[config.mk]
export PLATFORM = sky130hd
export DESIGN_NAME = mpsoc_msi_slave_decoder_flat
export DESIGN_NICKNAME = d
export VERILOG_FILES = /design/src/rtl/mpsoc_msi_slave_decoder_if.sv /design/src/rtl/mpsoc_msi_slave_decoder.sv /design/src/flat_wrapper.sv
export SDC_FILE = /design/constraint.sdc
export NUM_CORES = 1
export LEC_CHECK = 0
export CORE_AREA = 2 2 215 217
export CTS_CLUSTER_SIZE = 28
export DETAILED_ROUTE_END_ITERATION = 10
export DIE_AREA = 0 0 217 219
export GPL_TIMING_DRIVEN = 0
export SLEW_MARGIN = 15
export SYNTH_ARGS = -nofsm -noshare
export SYNTH_HDL_FRONTEND = slang
export SYNTH_SLANG_ARGS = --single-unit
[constraint.sdc]
create_clock -name clk -period 1.2 [get_ports clk]
set_clock_uncertainty 0.1 [all_clocks]
set_input_delay 0.24 -clock clk [delete_from_list [all_inputs] [get_ports clk]]
set_output_delay 0.24 -clock clk [all_outputs]
set_load 0.1 [all_outputs]
[src/rtl/mpsoc_msi_slave_decoder_if.sv]
`default_nettype none
// ============================================================================
// Module   : mpsoc_msi_slave_decoder_if
// Brief    : Wishbone bundle for the 1-to-N decoder: master side plus the
//            flattened per-slave side.
// Revision : 1.0
// ============================================================================
interface mpsoc_msi_slave_decoder_if #(
   parameter int NUM_SLAVES = 4,
   parameter int AW         = 32,
   parameter int DW         = 32
);
   logic [AW-1:0]              wbm_adr_i;
   logic [DW-1:0]              wbm_dat_i;
   logic [DW/8-1:0]            wbm_sel_i;
   logic                       wbm_we_i;
   logic                       wbm_cyc_i;
   logic                       wbm_stb_i;
   logic [2:0]                 wbm_cti_i;
   logic [1:0]                 wbm_bte_i;
   logic [DW-1:0]              wbm_dat_o;
   logic                       wbm_ack_o;
   logic                       wbm_err_o;
   logic                       wbm_rty_o;

   logic [NUM_SLAVES*AW-1:0]   wbs_adr_o;
   logic [NUM_SLAVES*DW-1:0]   wbs_dat_o;
   logic [NUM_SLAVES*DW/8-1:0] wbs_sel_o;
   logic [NUM_SLAVES-1:0]      wbs_we_o;
   logic [NUM_SLAVES*3-1:0]    wbs_cti_o;
   logic [NUM_SLAVES*2-1:0]    wbs_bte_o;
   logic [NUM_SLAVES-1:0]      wbs_cyc_o;
   logic [NUM_SLAVES-1:0]      wbs_stb_o;
   logic [NUM_SLAVES*DW-1:0]   wbs_dat_i;
   logic [NUM_SLAVES-1:0]      wbs_ack_i;
   logic [NUM_SLAVES-1:0]      wbs_err_i;
   logic [NUM_SLAVES-1:0]      wbs_rty_i;

   // Decoder view
   modport slave (
      input  wbm_adr_i, wbm_dat_i, wbm_sel_i, wbm_we_i, wbm_cyc_i, wbm_stb_i,
             wbm_cti_i, wbm_bte_i,
      output wbm_dat_o, wbm_ack_o, wbm_err_o, wbm_rty_o,
      output wbs_adr_o, wbs_dat_o, wbs_sel_o, wbs_we_o, wbs_cti_o, wbs_bte_o,
             wbs_cyc_o, wbs_stb_o,
      input  wbs_dat_i, wbs_ack_i, wbs_err_i, wbs_rty_i
   );

   // Environment view (bus master plus the peripheral slaves)
   modport master (
      output wbm_adr_i, wbm_dat_i, wbm_sel_i, wbm_we_i, wbm_cyc_i, wbm_stb_i,
             wbm_cti_i, wbm_bte_i,
      input  wbm_dat_o, wbm_ack_o, wbm_err_o, wbm_rty_o,
      input  wbs_adr_o, wbs_dat_o, wbs_sel_o, wbs_we_o, wbs_cti_o, wbs_bte_o,
             wbs_cyc_o, wbs_stb_o,
      output wbs_dat_i, wbs_ack_i, wbs_err_i, wbs_rty_i
   );
endinterface
`default_nettype wire

[src/rtl/mpsoc_msi_slave_decoder.sv]
`default_nettype none
// ============================================================================
// Module   : mpsoc_msi_slave_decoder
// Brief    : 1-master-to-N-slave Wishbone decoder; latches the decoded slave
//            for the whole bus cycle. Optional watchdog: MSI_DECODER_TIMEOUT_EN.
// Revision : 1.0
// ============================================================================
module mpsoc_msi_slave_decoder #(
   parameter int                       NUM_SLAVES     = 4,
   parameter int                       AW             = 32,
   parameter int                       DW             = 32,
   parameter logic [NUM_SLAVES*AW-1:0] MATCH_ADDR     = '0,
   parameter logic [NUM_SLAVES*AW-1:0] MATCH_MASK     = '0,
   parameter int                       TIMEOUT_CYCLES = 255
) (
   input  wire logic                          clk,
   input  wire logic                          rst,
   mpsoc_msi_slave_decoder_if.slave           bus,
   output logic [$clog2(NUM_SLAVES)-1:0]      selection,
   output logic                               active
);
   localparam int SW = $clog2(NUM_SLAVES);

   if (NUM_SLAVES < 2 || TIMEOUT_CYCLES < 1 || TIMEOUT_CYCLES > 65535) begin : g_param_check
      $error("mpsoc_msi_slave_decoder: parameter out of range");
   end

`ifdef MSI_DECODER_TIMEOUT_EN
   typedef enum logic [1:0] {
      S_IDLE       = 2'd0,
      S_DECODE_ERR = 2'd1,
      S_ACTIVE     = 2'd2,
      S_TIMEOUT    = 2'd3
   } state_t;
   localparam logic [15:0] TO_LIMIT = TIMEOUT_CYCLES[15:0];
   logic [15:0] to_cnt_q;
   logic        to_err_q;
`else
   typedef enum logic [1:0] {
      S_IDLE       = 2'd0,
      S_DECODE_ERR = 2'd1,
      S_ACTIVE     = 2'd2
   } state_t;
`endif

   state_t                state_q;
   logic [SW-1:0]         selection_q;
   logic                  active_q;

   logic [NUM_SLAVES-1:0] match_d;
   logic                  hit_d;
   logic [SW-1:0]         idx_d;
   logic                  req;
   logic [NUM_SLAVES-1:0] sel_oh;
   logic                  sel_ack, sel_err, sel_rty;
   logic [DW-1:0]         sel_dat;
   logic [NUM_SLAVES-1:0] cyc_d, stb_d;
   logic                  ack_d, err_d, rty_d;
   logic [DW-1:0]         dat_d;

   assign req = bus.wbm_cyc_i & bus.wbm_stb_i;

   for (genvar g = 0; g < NUM_SLAVES; g++) begin : g_match
      assign match_d[g] = (bus.wbm_adr_i & MATCH_MASK[g*AW +: AW]) == MATCH_ADDR[g*AW +: AW];
   end

   // Scan from the top down so the lowest matching index is the one left standing.
   always_comb begin
      hit_d = 1'b0;
      idx_d = '0;
      for (int i = NUM_SLAVES - 1; i >= 0; i--) begin
         if (match_d[i]) begin
            hit_d = 1'b1;
            idx_d = SW'(i);
         end
      end
   end

   always_comb begin
      sel_oh  = '0;
      sel_ack = 1'b0;
      sel_err = 1'b0;
      sel_rty = 1'b0;
      sel_dat = '0;
      for (int i = 0; i < NUM_SLAVES; i++) begin
         if (selection_q == SW'(i)) begin
            sel_oh[i] = 1'b1;
            sel_ack   = bus.wbs_ack_i[i];
            sel_err   = bus.wbs_err_i[i];
            sel_rty   = bus.wbs_rty_i[i];
            sel_dat   = bus.wbs_dat_i[i*DW +: DW];
         end
      end
   end

   always_comb begin
      cyc_d = '0;
      stb_d = '0;
      ack_d = 1'b0;
      err_d = 1'b0;
      rty_d = 1'b0;
      dat_d = '0;
      case (state_q)
         S_ACTIVE: begin
            cyc_d = sel_oh & {NUM_SLAVES{bus.wbm_cyc_i}};
            stb_d = sel_oh & {NUM_SLAVES{bus.wbm_stb_i}};
            ack_d = sel_ack & req;
            err_d = sel_err & req;
            rty_d = sel_rty & req;
            dat_d = sel_dat;
         end
         S_DECODE_ERR: err_d = req;
`ifdef MSI_DECODER_TIMEOUT_EN
         S_TIMEOUT:    err_d = to_err_q;
`endif
         default: ;
      endcase
   end

   always_ff @(posedge clk or posedge rst) begin
      if (rst) begin
         state_q     <= S_IDLE;
         selection_q <= '0;
         active_q    <= 1'b0;
`ifdef MSI_DECODER_TIMEOUT_EN
         to_cnt_q    <= '0;
         to_err_q    <= 1'b0;
`endif
      end else begin
         case (state_q)
            S_IDLE: begin
               if (req) begin
                  if (hit_d) begin
                     state_q     <= S_ACTIVE;
                     selection_q <= idx_d;
                     active_q    <= 1'b1;
`ifdef MSI_DECODER_TIMEOUT_EN
                     to_cnt_q    <= '0;
`endif
                  end else begin
                     state_q <= S_DECODE_ERR;
                  end
               end
            end
            S_DECODE_ERR: begin
               if (!bus.wbm_cyc_i) state_q <= S_IDLE;
            end
            S_ACTIVE: begin
               if (!bus.wbm_cyc_i) begin
                  state_q  <= S_IDLE;
                  active_q <= 1'b0;
               end
`ifdef MSI_DECODER_TIMEOUT_EN
               else if (ack_d | err_d | rty_d) begin
                  to_cnt_q <= '0;
               end else if (bus.wbm_stb_i) begin
                  if (to_cnt_q + 16'd1 == TO_LIMIT) begin
                     state_q  <= S_TIMEOUT;
                     active_q <= 1'b0;
                     to_err_q <= 1'b1;
                  end
                  to_cnt_q <= to_cnt_q + 16'd1;
               end
`endif
            end
`ifdef MSI_DECODER_TIMEOUT_EN
            S_TIMEOUT: begin
               to_err_q <= 1'b0;
               if (!bus.wbm_cyc_i) state_q <= S_IDLE;
            end
`endif
            default: state_q <= S_IDLE;
         endcase
      end
   end

   assign bus.wbs_adr_o = {NUM_SLAVES{bus.wbm_adr_i}};
   assign bus.wbs_dat_o = {NUM_SLAVES{bus.wbm_dat_i}};
   assign bus.wbs_sel_o = {NUM_SLAVES{bus.wbm_sel_i}};
   assign bus.wbs_we_o  = {NUM_SLAVES{bus.wbm_we_i}};
   assign bus.wbs_cti_o = {NUM_SLAVES{bus.wbm_cti_i}};
   assign bus.wbs_bte_o = {NUM_SLAVES{bus.wbm_bte_i}};
   assign bus.wbs_cyc_o = cyc_d;
   assign bus.wbs_stb_o = stb_d;
   assign bus.wbm_ack_o = ack_d;
   assign bus.wbm_err_o = err_d;
   assign bus.wbm_rty_o = rty_d;
   assign bus.wbm_dat_o = dat_d;
   assign selection     = selection_q;
   assign active        = active_q;
endmodule
`default_nettype wire
[src/flat_wrapper.sv]
// flat-port wrapper written by rule: the top's interface ports become plain ports
module mpsoc_msi_slave_decoder_flat 
#(
   parameter int                       NUM_SLAVES     = 4,
   parameter int                       AW             = 32,
   parameter int                       DW             = 32,
   parameter logic [NUM_SLAVES*AW-1:0] MATCH_ADDR     = '0,
   parameter logic [NUM_SLAVES*AW-1:0] MATCH_MASK     = '0,
   parameter int                       TIMEOUT_CYCLES = 255
)
  (clk, rst, selection, active, bus_wbm_adr_i, bus_wbm_dat_i, bus_wbm_sel_i, bus_wbm_we_i, bus_wbm_cyc_i, bus_wbm_stb_i, bus_wbm_cti_i, bus_wbm_bte_i, bus_wbm_dat_o, bus_wbm_ack_o, bus_wbm_err_o, bus_wbm_rty_o, bus_wbs_adr_o, bus_wbs_dat_o, bus_wbs_sel_o, bus_wbs_we_o, bus_wbs_cti_o, bus_wbs_bte_o, bus_wbs_cyc_o, bus_wbs_stb_o, bus_wbs_dat_i, bus_wbs_ack_i, bus_wbs_err_i, bus_wbs_rty_i);
  mpsoc_msi_slave_decoder_if #(.NUM_SLAVES(NUM_SLAVES), .AW(AW), .DW(DW)) bus_i ();
  input  wire logic clk;
  input  wire logic rst;
  output logic [$clog2(NUM_SLAVES)-1:0] selection;
  output logic active;
  input wire logic [$bits(bus_i.wbm_adr_i)-1:0] bus_wbm_adr_i;
  input wire logic [$bits(bus_i.wbm_dat_i)-1:0] bus_wbm_dat_i;
  input wire logic [$bits(bus_i.wbm_sel_i)-1:0] bus_wbm_sel_i;
  input wire logic [$bits(bus_i.wbm_we_i)-1:0] bus_wbm_we_i;
  input wire logic [$bits(bus_i.wbm_cyc_i)-1:0] bus_wbm_cyc_i;
  input wire logic [$bits(bus_i.wbm_stb_i)-1:0] bus_wbm_stb_i;
  input wire logic [$bits(bus_i.wbm_cti_i)-1:0] bus_wbm_cti_i;
  input wire logic [$bits(bus_i.wbm_bte_i)-1:0] bus_wbm_bte_i;
  output wire logic [$bits(bus_i.wbm_dat_o)-1:0] bus_wbm_dat_o;
  output wire logic [$bits(bus_i.wbm_ack_o)-1:0] bus_wbm_ack_o;
  output wire logic [$bits(bus_i.wbm_err_o)-1:0] bus_wbm_err_o;
  output wire logic [$bits(bus_i.wbm_rty_o)-1:0] bus_wbm_rty_o;
  output wire logic [$bits(bus_i.wbs_adr_o)-1:0] bus_wbs_adr_o;
  output wire logic [$bits(bus_i.wbs_dat_o)-1:0] bus_wbs_dat_o;
  output wire logic [$bits(bus_i.wbs_sel_o)-1:0] bus_wbs_sel_o;
  output wire logic [$bits(bus_i.wbs_we_o)-1:0] bus_wbs_we_o;
  output wire logic [$bits(bus_i.wbs_cti_o)-1:0] bus_wbs_cti_o;
  output wire logic [$bits(bus_i.wbs_bte_o)-1:0] bus_wbs_bte_o;
  output wire logic [$bits(bus_i.wbs_cyc_o)-1:0] bus_wbs_cyc_o;
  output wire logic [$bits(bus_i.wbs_stb_o)-1:0] bus_wbs_stb_o;
  input wire logic [$bits(bus_i.wbs_dat_i)-1:0] bus_wbs_dat_i;
  input wire logic [$bits(bus_i.wbs_ack_i)-1:0] bus_wbs_ack_i;
  input wire logic [$bits(bus_i.wbs_err_i)-1:0] bus_wbs_err_i;
  input wire logic [$bits(bus_i.wbs_rty_i)-1:0] bus_wbs_rty_i;
  assign bus_i.wbm_adr_i = bus_wbm_adr_i;
  assign bus_i.wbm_dat_i = bus_wbm_dat_i;
  assign bus_i.wbm_sel_i = bus_wbm_sel_i;
  assign bus_i.wbm_we_i = bus_wbm_we_i;
  assign bus_i.wbm_cyc_i = bus_wbm_cyc_i;
  assign bus_i.wbm_stb_i = bus_wbm_stb_i;
  assign bus_i.wbm_cti_i = bus_wbm_cti_i;
  assign bus_i.wbm_bte_i = bus_wbm_bte_i;
  assign bus_wbm_dat_o = bus_i.wbm_dat_o;
  assign bus_wbm_ack_o = bus_i.wbm_ack_o;
  assign bus_wbm_err_o = bus_i.wbm_err_o;
  assign bus_wbm_rty_o = bus_i.wbm_rty_o;
  assign bus_wbs_adr_o = bus_i.wbs_adr_o;
  assign bus_wbs_dat_o = bus_i.wbs_dat_o;
  assign bus_wbs_sel_o = bus_i.wbs_sel_o;
  assign bus_wbs_we_o = bus_i.wbs_we_o;
  assign bus_wbs_cti_o = bus_i.wbs_cti_o;
  assign bus_wbs_bte_o = bus_i.wbs_bte_o;
  assign bus_wbs_cyc_o = bus_i.wbs_cyc_o;
  assign bus_wbs_stb_o = bus_i.wbs_stb_o;
  assign bus_i.wbs_dat_i = bus_wbs_dat_i;
  assign bus_i.wbs_ack_i = bus_wbs_ack_i;
  assign bus_i.wbs_err_i = bus_wbs_err_i;
  assign bus_i.wbs_rty_i = bus_wbs_rty_i;
  mpsoc_msi_slave_decoder #(.NUM_SLAVES(NUM_SLAVES), .AW(AW), .DW(DW), .MATCH_ADDR(MATCH_ADDR), .MATCH_MASK(MATCH_MASK), .TIMEOUT_CYCLES(TIMEOUT_CYCLES)) u_core (.clk(clk), .rst(rst), .bus(bus_i), .selection(selection), .active(active));
endmodule
=== Yosys cells after proc, flatten, opt, wreduce, memory -nomap -nowiden ===
Index checks and enable logic that the tools add are counted.

* Bits of input ports: 218
* Bits in latches: 0
* RAM bits: 0
* ROM bits: 0
* Flip-flop bits (word level): 3
* Logic and storage cells: 28
* Memories kept: 0

* Muxes and demuxes: 12
* Equal/unequal tests: 5
* Bitwise operators: 4
* Multipliers: 0
* Div/mod/pow operators: 0
* Reductions and logical operators: 5
* Magnitude comparators: 0
* Shift operators: 0
* Add/subtract/negate cells: 0

{| class="wikitable"
|+ Operator list
! kind !! count
|-
| 32-bit 2-to-1 mux || 1
|-
| 1-bit 2-to-1 mux || 6
|-
| 1-bit AND || 4
|-
| 2-bit 2-to-1 mux || 2
|-
| 2-bit != test, second input constant || 2
|-
| 1-bit case mux with 2 select lines || 2
|-
| 2-bit case mux with 2 select lines || 1
|-
| 3-bit AND reduction || 1
|-
| 2-bit by 1-bit == test with 1-bit output, second input constant || 1
|-
| 2-bit == test, second input constant || 1
|-
| 2-bit zero test || 1
|-
| 2-bit by 1-bit != test with 1-bit output, second input constant || 1
|-
| 2-bit AND reduction || 1
|-
| 2-bit nonzero test || 1
|-
| 2-bit OR reduction || 1
|}

=== Logic depth before layout (Yosys ltp) ===
Gate-level depths: netlist of the first run.

* Depth in word-level cells: 4
* Gate-level depth with buffers: 3

=== Least setup slack after synthesis of the first run ===
No wires, ideal clock.

* Kind: register to output
* From: register u_core.state_q[1]
* To: output port bus_wbm_dat_o[0]
* Stages on the path, launching flop included: 4
* Data required time: 860 ps
* Slack: -1143 ps
* Path buffers: 2
* Arrival time: 2003 ps
* Cell sequence: dfrtp_1 buf_6 buf_6 and2_1

* Cells in the longest elaborated chain, start to end: 2

{| class="wikitable"
|+ Ends and longest elaborated chain
! item !! line !! source
|-
| start: declaration || mpsoc_msi_slave_decoder.sv:46 || <nowiki>state_t state_q;</nowiki>
|-
| start signal: assignment || mpsoc_msi_slave_decoder.sv:122 || <nowiki>state_q <= S_IDLE;</nowiki>
|-
| start signal: assignment || mpsoc_msi_slave_decoder.sv:134 || <nowiki>state_q <= S_ACTIVE;</nowiki>
|-
| start signal: assignment || mpsoc_msi_slave_decoder.sv:141 || <nowiki>state_q <= S_DECODE_ERR;</nowiki>
|-
| 2-bit == test || mpsoc_msi_slave_decoder.sv:103 || <nowiki>case (state_q)</nowiki>
|-
| 32-bit 2-to-1 mux || mpsoc_msi_slave_decoder.sv:103 ||
|-
| end: declaration || flat_wrapper.sv:25 || <nowiki>output wire logic [$bits(bus_i.wbm_dat_o)-1:0] bus_wbm_dat_o;</nowiki>
|}

No other way between the ends.

=== Final worst setup path of the first run ===
* From: register u_core.state_q[1]
* To: output port bus_wbm_dat_o[17]

Same word-level chain as after synthesis.

==> run summary, run 1 <==
For this design the static power due to leakage is 3.69 nW. The final-report setup violation count is 37, and the actual transition at the worst max-transition pin is 0.546 ns. The share of the yosys chip area belonging to registers was 0.962%. The tools report the launching element type of the critical path as a register. The number of diodes is 0. Synthesis instantiated 9 different standard cells from the library.

The core region is 45,100 um2. The die boundary width was 217 um; the number of buffers inserted for hold repair after clock tree synthesis was 0. The worst path uses 121% of the clock period. Walking the worst path, the cells encountered are buf_8 > buf_8 > and2_4 > buf_12.

The tools report the number of search-and-repair iterations in the first detailed-routing pass as 4. The worst setup path category is register to primary output. The number of nets in the finished design came out at 954. The height of the chip was 219 um; the number of flip-flops under the largest register name was 1. The synthesized area per cell was 7.45 um2; the Yosys warning count was 0. The number of vias per cell after detailed routing was 2.32.

The run finished, with violations left. The weighted congestion at the end of routability-driven global placement was 0.719; the worst-path maximum fanout was 6. For this configuration, the core starts out at a cell density of 5.77%. Library cell with the largest summed area after synthesis: sky130_fd_sc_hd__buf_4. Clock-pin slew was measured on the worst setup and hold paths at 0 ns.

Pin placement for this block handled 560 I/O pins. The clock reaches the later pin of the worst-skew pair after 0 ns. Global routing used 3.92% of the available tracks across all layers. Summing over every cut layer, the via total after detailed routing is 3,093. The cell area that synthesis handed to floorplanning was 2600 um2. The maximum number of pins on one net before global-route repair was 11; the post-synthesis register bit count was 1.

In this run the tightest slew margin relative to its limit is 63.8%. After routing the design area is 7560 um2. The HPWL after detailed placement is 10,400 um.

The final reports fail on negative setup slack. The tools report the post-route setup TNS as -7.73 ns. The tools report the aggregate global routing overflow as 0. The register ranked first by flip-flop count was u_core.state_q.

The critical path's largest stage delay is 0.48 ns. Setup repair after global routing could not meet its margin everywhere. The tools report the total placed instance area as 7200 um2. The area share of the largest cell type after synthesis came out at 87.8%. For the initial antenna violation count, the log shows 0.

The tools report the capturing element type of the critical path as a primary output. For the number of violations of the max-capacitance limit, the log shows 0. Power spread over the standard cell area amounts to 889 nW/um2.

Wire length of the first global-routing pass: 15,400 um. The die covers 47,500 um2. Counting stages on the worst path, the most repeated cell is sky130_fd_sc_hd__buf_8. Number of DRC markers in iteration 0: 22. The number of hold violations in the final report was 0; the total detailed-routing wirelength was 11,400 um. The number of max-slew violations in the final report came out at 0. For the achievable frequency, the log shows 691 MHz. Slowest stage cell on the critical path: sky130_fd_sc_hd__dfrtp_4. The data arrival time of the critical path is 1.11 ns. The largest registers in the layout are u_core.state_q x1.

The cell count after synthesis came out at 349. In the final layout, the share of cells above drive strength 1 is 93.6%. The minimum clock period after layout works out to 1.45 ns.

The run gives 16.8% as the utilization of the core after routing. The count of nets left with antenna violations once routing finished came out at 0. The layout has 5,112 filler cells. After detailed routing, the number of remaining DRC violations is 0. After floorplanning, the core was divided into 78 placement rows.

Yosys attributes the largest share of cell area to sky130_fd_sc_hd__buf_4, sky130_fd_sc_hd__and2_1, sky130_fd_sc_hd__buf_6, sky130_fd_sc_hd__and4_1, sky130_fd_sc_hd__dfrtp_1. For the peak supply drop, the log shows 0.000343 V. The number of global-route vias before repair was 3,011; the worst path setup slack after routing was -0.247 ns. The average detailed-routed wire length per instance was 8.57 um; the minimum setup slack among reg-to-reg paths was 0.03 ns.

Path class of the lowest-slack min-delay path: input pin to asynchronous set/reset pin. Input and output buffers added on the ports amount to 372. For the worst setup path, the data required time is 0.86 ns. The area growth from synthesis to layout is 191%.
-- where the power goes --
group | total [mW] | internal (mW) | switching, mW
Clock | 0 | 0 | 0
Sequential | 0.0424 | 0.0383 | 0.00418
Combinational | 6.68 | 1.75 | 4.93
Total | 6.72 | 1.79 | 4.94
-- critical path, delay by kind of cell, from the launching register on --
kind	cells	cell delay (ns)
buf+inv	3	0.44
flops	1	0.48
simple gates	1	0.17
-- path summary, 6_finish.rpt --
check	startpoint	to	depth (start not counted)
setup / recovery	u_core.state_q[1]	bus_wbm_dat_o[17]	4
hold / removal	rst	u_core.state_q[1]	2
setup reg to reg	u_core.state_q[1]	u_core.state_q[1]	3
hold reg to reg	u_core.state_q[1]	u_core.state_q[1]	3
max in group asynchronous	rst	u_core.state_q[1]	2
min in group clk	bus_wbm_cyc_i	u_core.state_q[1]	2
-- cells by family (layout without fill, tap and decap cells) --
kind of cell           after synthesis  after routing  synth area share (%)
other                                1              8                 0.144
and+or+nand+nor                     37             37                  9.19
DFF                                  1              1                 0.962
buffers and inverters              309            687                  89.4
AOI/OAI and AO/OA                    1              1                 0.289
-- cells in the mapped netlist, drive strengths merged --
cell    number
conb         1
dfrtp        1
and4         3
clkbuf       1
and2        34
o21a         1
buf        307
inv          1
-- cell usage in the layout (no fill, tap or decap) --
master,n
sky130_fd_sc_hd__and2_4,34
sky130_fd_sc_hd__clkbuf_2,1
sky130_fd_sc_hd__clkdlybuf4s50_1,20
sky130_fd_sc_hd__clkdlybuf4s15_2,15
sky130_fd_sc_hd__o21a_1,1
sky130_fd_sc_hd__clkdlybuf4s18_2,256
sky130_fd_sc_hd__buf_2,25
sky130_fd_sc_hd__inv_1,1
sky130_fd_sc_hd__buf_12,38
sky130_fd_sc_hd__buf_8,5
sky130_fd_sc_hd__clkdlybuf4s15_1,1
sky130_fd_sc_hd__and4_4,3
sky130_fd_sc_hd__buf_4,307
sky130_fd_sc_hd__dlymetal6s2s_1,1
sky130_fd_sc_hd__dlygate4sd2_1,15
sky130_fd_sc_hd__dfrtp_4,1
sky130_fd_sc_hd__conb_1,8
sky130_fd_sc_hd__clkbuf_16,2
-- stage by stage --
step | hold slack (ns) | worst slack, ns | total power [mW] | std cells
after global placement | 0.314 | -1.32 | 6.67 | 1328
after floorplan | -0.131 | -0.365 | 5.43 | 356
after CTS | 0.325 | -0.267 | 6.72 | 1330
after detailed placement | 0.325 | -1.33 | 6.69 | 1328
final | 0.316 | -0.247 | 6.72 | 1334
after global routing | 0.369 | -0.258 | 6.86 | 1334
-- what timing repair did --
item                                    4_1_cts  5_1_grt
setup buffers                                 1        2
endpoints found under the setup margin      334      177
cloned                                        1        2
resized for setup                          1412      149
pin swaps                                    13       11
-- metal layers --
metal,GRT usage (%),up-vias,share of wire (%)
met3,1.22,0,13
met4,0.0913,0,0
met1,2.63,1322,23
li1,-,1507,-
met2,9.84,264,64
met5,0,-,0
-- area by class of cell --
class / count / area (um2) / area share [%]
Timing Repair Buffer: 378 / 4060 / 53.8
Buffer: 308 / 2340 / 31.0
Tap cell: 600 / 751 / 9.93
Multi-Input combinational cell: 46 / 369 / 4.88
Sequential cell: 1 / 28.8 / 0.381
Inverter: 1 / 3.75 / 0.0497
Note: power is estimated with default switching activity, not from simulation.
==> run 2, diff against run 1 <==
--- a/config.mk
+++ b/config.mk
@@ -10,7 +10,9 @@
 export DETAILED_ROUTE_END_ITERATION = 10
 export DIE_AREA = 0 0 217 219
 export GPL_TIMING_DRIVEN = 0
+export SKIP_CTS_REPAIR_TIMING = 1
 export SLEW_MARGIN = 15
 export SYNTH_ARGS = -nofsm -noshare
 export SYNTH_HDL_FRONTEND = slang
 export SYNTH_SLANG_ARGS = --single-unit
+export TNS_END_PERCENT = 10
==> run 2 against run 1 <==
The flow still finishes with violations (negative setup slack); fmax grew 1.1%; core utilization is 1.4 points lower; die area unchanged; combinational power hardly changed; design area down 8.5%; hold slack lost 0.0067 ns; via count shrank 0.55%; sequential share of layout area is essentially flat; first-iteration DRC count grew 14%; total power decreased by 0.48%; global-route usage decreased by 0.32 points; largest cell class unchanged; largest power group unchanged.
==> run summary, run 2 (synthesis results as in run 1) <==
The tools report the switching power summed over all nets as 4.93 mW (about the same). For the total routing usage reported by global routing, the log shows 3.60% (-0.32 points). Switching share of power: 73.7% (+0.29 points). The logs give 10,100 um (-2.3%) for the half-perimeter wire length after placement and 99.4% (about the same) for the share of power burned in combinational logic. The startpoint identified for the worst register-to-register timing path is u_core.state_q[1].

Number of flip-flops under the largest register name: 1 (unchanged). Utilization of the core after routing: 15.3% (-1.4 points). For the worst path setup slack after routing, the log shows -0.231 ns (+0.0160 ns). The number of violations of the max-capacitance limit was 0 (unchanged). In the final layout, the registers with the most flip-flops are u_core.state_q x1.

Weighted congestion at the end of routability-driven global placement: 0.775 (+7.8%). The area enclosed by the die boundary was 47,500 um2 (unchanged). The worst-path maximum fanout is 10 (+4), and the area added between synthesis and finish is 166%. Part of the power in registers: 0.6% (about the same). The tools report the endpoint of the most critical register-to-register path as u_core.state_q[1].

For the number of global-route vias before repair, the log shows 2,958 (-1.8%). Minimum setup slack among reg-to-reg paths: 0.15 ns (+0.12 ns). The tools report the launching element type of the critical path as a register. The total vias in the final route was 3,076 (-0.55%). Achievable frequency: 699 MHz (+1.1%). The tools report the worst setup path endpoint as bus_wbm_dat_o[19]. The worst endpoint required time was 0.86 ns (about the same); the site row count was 78 (unchanged). The final worst-path cycle share was 119% (-1.3 points); the tightest hold margin was 0.309 ns (-0.00665 ns).

Leaving out fill and tap cells, the most frequent cell in the layout is sky130_fd_sc_hd__buf_4. Path class of the lowest-slack min-delay path: input pin to asynchronous set/reset pin. The number of vias per cell after detailed routing came out at 2.31 (-0.40%). The critical path goes through buf_8 > buf_6 > and2_4 > buf_12. The run gives 0 (unchanged) as the DRC violation count after routing.

The number of port buffers is 372 (unchanged). The tools report the effective utilization at floorplan as 5.77% (unchanged). The largest individual stage delay along the critical path comes from the cell sky130_fd_sc_hd__dfrtp_4. The internal power summed over all cells was 1.76 mW (-1.6%); the number of max-slew violations in the final report was 0 (unchanged).

The tools report the peak supply drop as 0.000294 V (-14%). The latest clock arrival within the worst-skew pair came out at 0 ns (unchanged). For the leakage power total, the log shows 3.74 nW (+1.2%).

The share of cells above drive strength 1 works out to 93.4% (-0.16 points). In the layout the commonest cells are sky130_fd_sc_hd__buf_4, sky130_fd_sc_hd__buf_12, sky130_fd_sc_hd__and2_4. The height of the chip is 219 um (unchanged). For the aggregate global routing overflow, the log shows 0 (unchanged). The total detailed-routing wirelength is 11,200 um (-1.6%), and the final-report setup violation count is 38 (+2.7%). STA classifies the critical path endpoint as a primary output. Critical path startpoint: u_core.state_q[1]. The run gives 25 (+14%) as the number of DRC markers in iteration 0.

The final cell area excluding filler cells was 6910 um2 (-8.5%). The worst reg2reg path depth was 2 (-1). The logs give 14,200 um (-7.4%) for the wire length of the first global-routing pass and 7200 um2 (about the same) for the total placed instance area. The number of nets in the finished design was 951 (-0.31%); the clock-pin slew of the registers on the worst-case setup and hold paths was 0 ns (unchanged). The minimum clock period after layout came out at 1.43 ns (-0.0160 ns). The checks that failed: negative setup slack. The power per cell area was 968 nW/um2 (+8.8%). The logs give 6.69 mW (-0.48%) for the total power consumption of the routed design and 0 (unchanged) for the number of hold violations in the final report. Die boundary width: 217 um (unchanged). The critical path is of the register to primary output type. Register ranked first by flip-flop count: u_core.state_q. The maximum number of pins on one net before global-route repair came out at 11 (unchanged). The average detailed-routed wire length per instance came out at 8.44 um (-1.5%). Setup repair after global routing could not meet its margin everywhere.

The critical path's largest stage delay was 0.49 ns (about the same); the clock network power share was 0% (unchanged). For the number of search-and-repair iterations in the first detailed-routing pass, the log shows 4 (unchanged). The data arrival time of the critical path was 1.09 ns (-0.02 ns). The logs give 0 (unchanged) for the remaining antenna violation count and 45,100 um2 (unchanged) for the area of the core region. For the number of primary I/O pins, the log shows 560 (unchanged). The run finished, with violations left. For the initial antenna violation count, the log shows 1 (+1).
## run 2: cell types whose count changed in the layout (fill, tap and decap cells not counted), moves of 12 or more
cell / delta
sky130_fd_sc_hd__clkdlybuf4s15_2: -15
sky130_fd_sc_hd__buf_4: +294
sky130_fd_sc_hd__clkdlybuf4s18_2: -256
sky130_fd_sc_hd__buf_2: -24
sky130_fd_sc_hd__dlymetal6s2s_1: +12
sky130_fd_sc_hd__dlygate4sd2_1: -15
## run 2: critical path, delay by kind of cell, from the launching register on
kind,cells,cell delay [ns]
buffers and inverters,3,0.44
DFF,1,0.49
and+or+nand+nor,1,0.14
## run 2: worst min path at each step
stage	startpoint	endpoint	depth (start not counted)	slack, ns
CTS	rst	u_core.state_q[1]	2	0.30
global placement	rst	u_core.state_q[1]	2	0.30
global route	rst	u_core.state_q[1]	2	0.34
detailed placement	rst	u_core.state_q[1]	2	0.30
finish	rst	u_core.state_q[1]	2	0.31
floorplan	rst	u_core.state_q[1]	1	-0.13
## run 2: area by class of cell
cell class | count | area [um2]
Multi-Input combinational cell | 46 | 369
Inverter | 1 | 3.75
Tap cell | 600 | 751
Fill cell | 5173 | 38200
Buffer | 308 | 2330
Antenna cell | 1 | 2.50
Sequential cell | 1 | 28.8
Timing Repair Buffer | 375 | 3420
## run 2: metal layers
layer | GRT usage [%] | part of all wire (%) | up-vias
met5 | 0 | 0 | -
met4 | 0.320 | 0.24 | 0
met3 | 0.998 | 15 | 2
met2 | 8.89 | 62 | 268
met1 | 2.51 | 22 | 1305
li1 | - | - | 1501
## run 2: power by group through the flow
stage / logic [mW] / registers [mW] / clock network [mW]
CTS: 6.64 / 0.0410 / 0
floorplan: 5.38 / 0.0574 / 0
finish: 6.65 / 0.0428 / 0.00000224
detailed placement: 6.64 / 0.0409 / 0
global placement: 6.62 / 0.0410 / 0
global route: 6.78 / 0.0434 / 0.00000000000327
## run 2: metrics by stage
| stage | worst slack (ns) | instances | TNS, ns |
|---|---|---|---|
| after CTS | -1.39 | 1328 | -215.36 |
| final | -0.231 | 1332 | -7.42 |
| after detailed placement | -1.38 | 1328 | -214.99 |
| after global placement | -1.39 | 1328 | -214.72 |
| after floorplan | -0.365 | 356 | -12.65 |
| after global routing | -0.249 | 1332 | -8.06 |
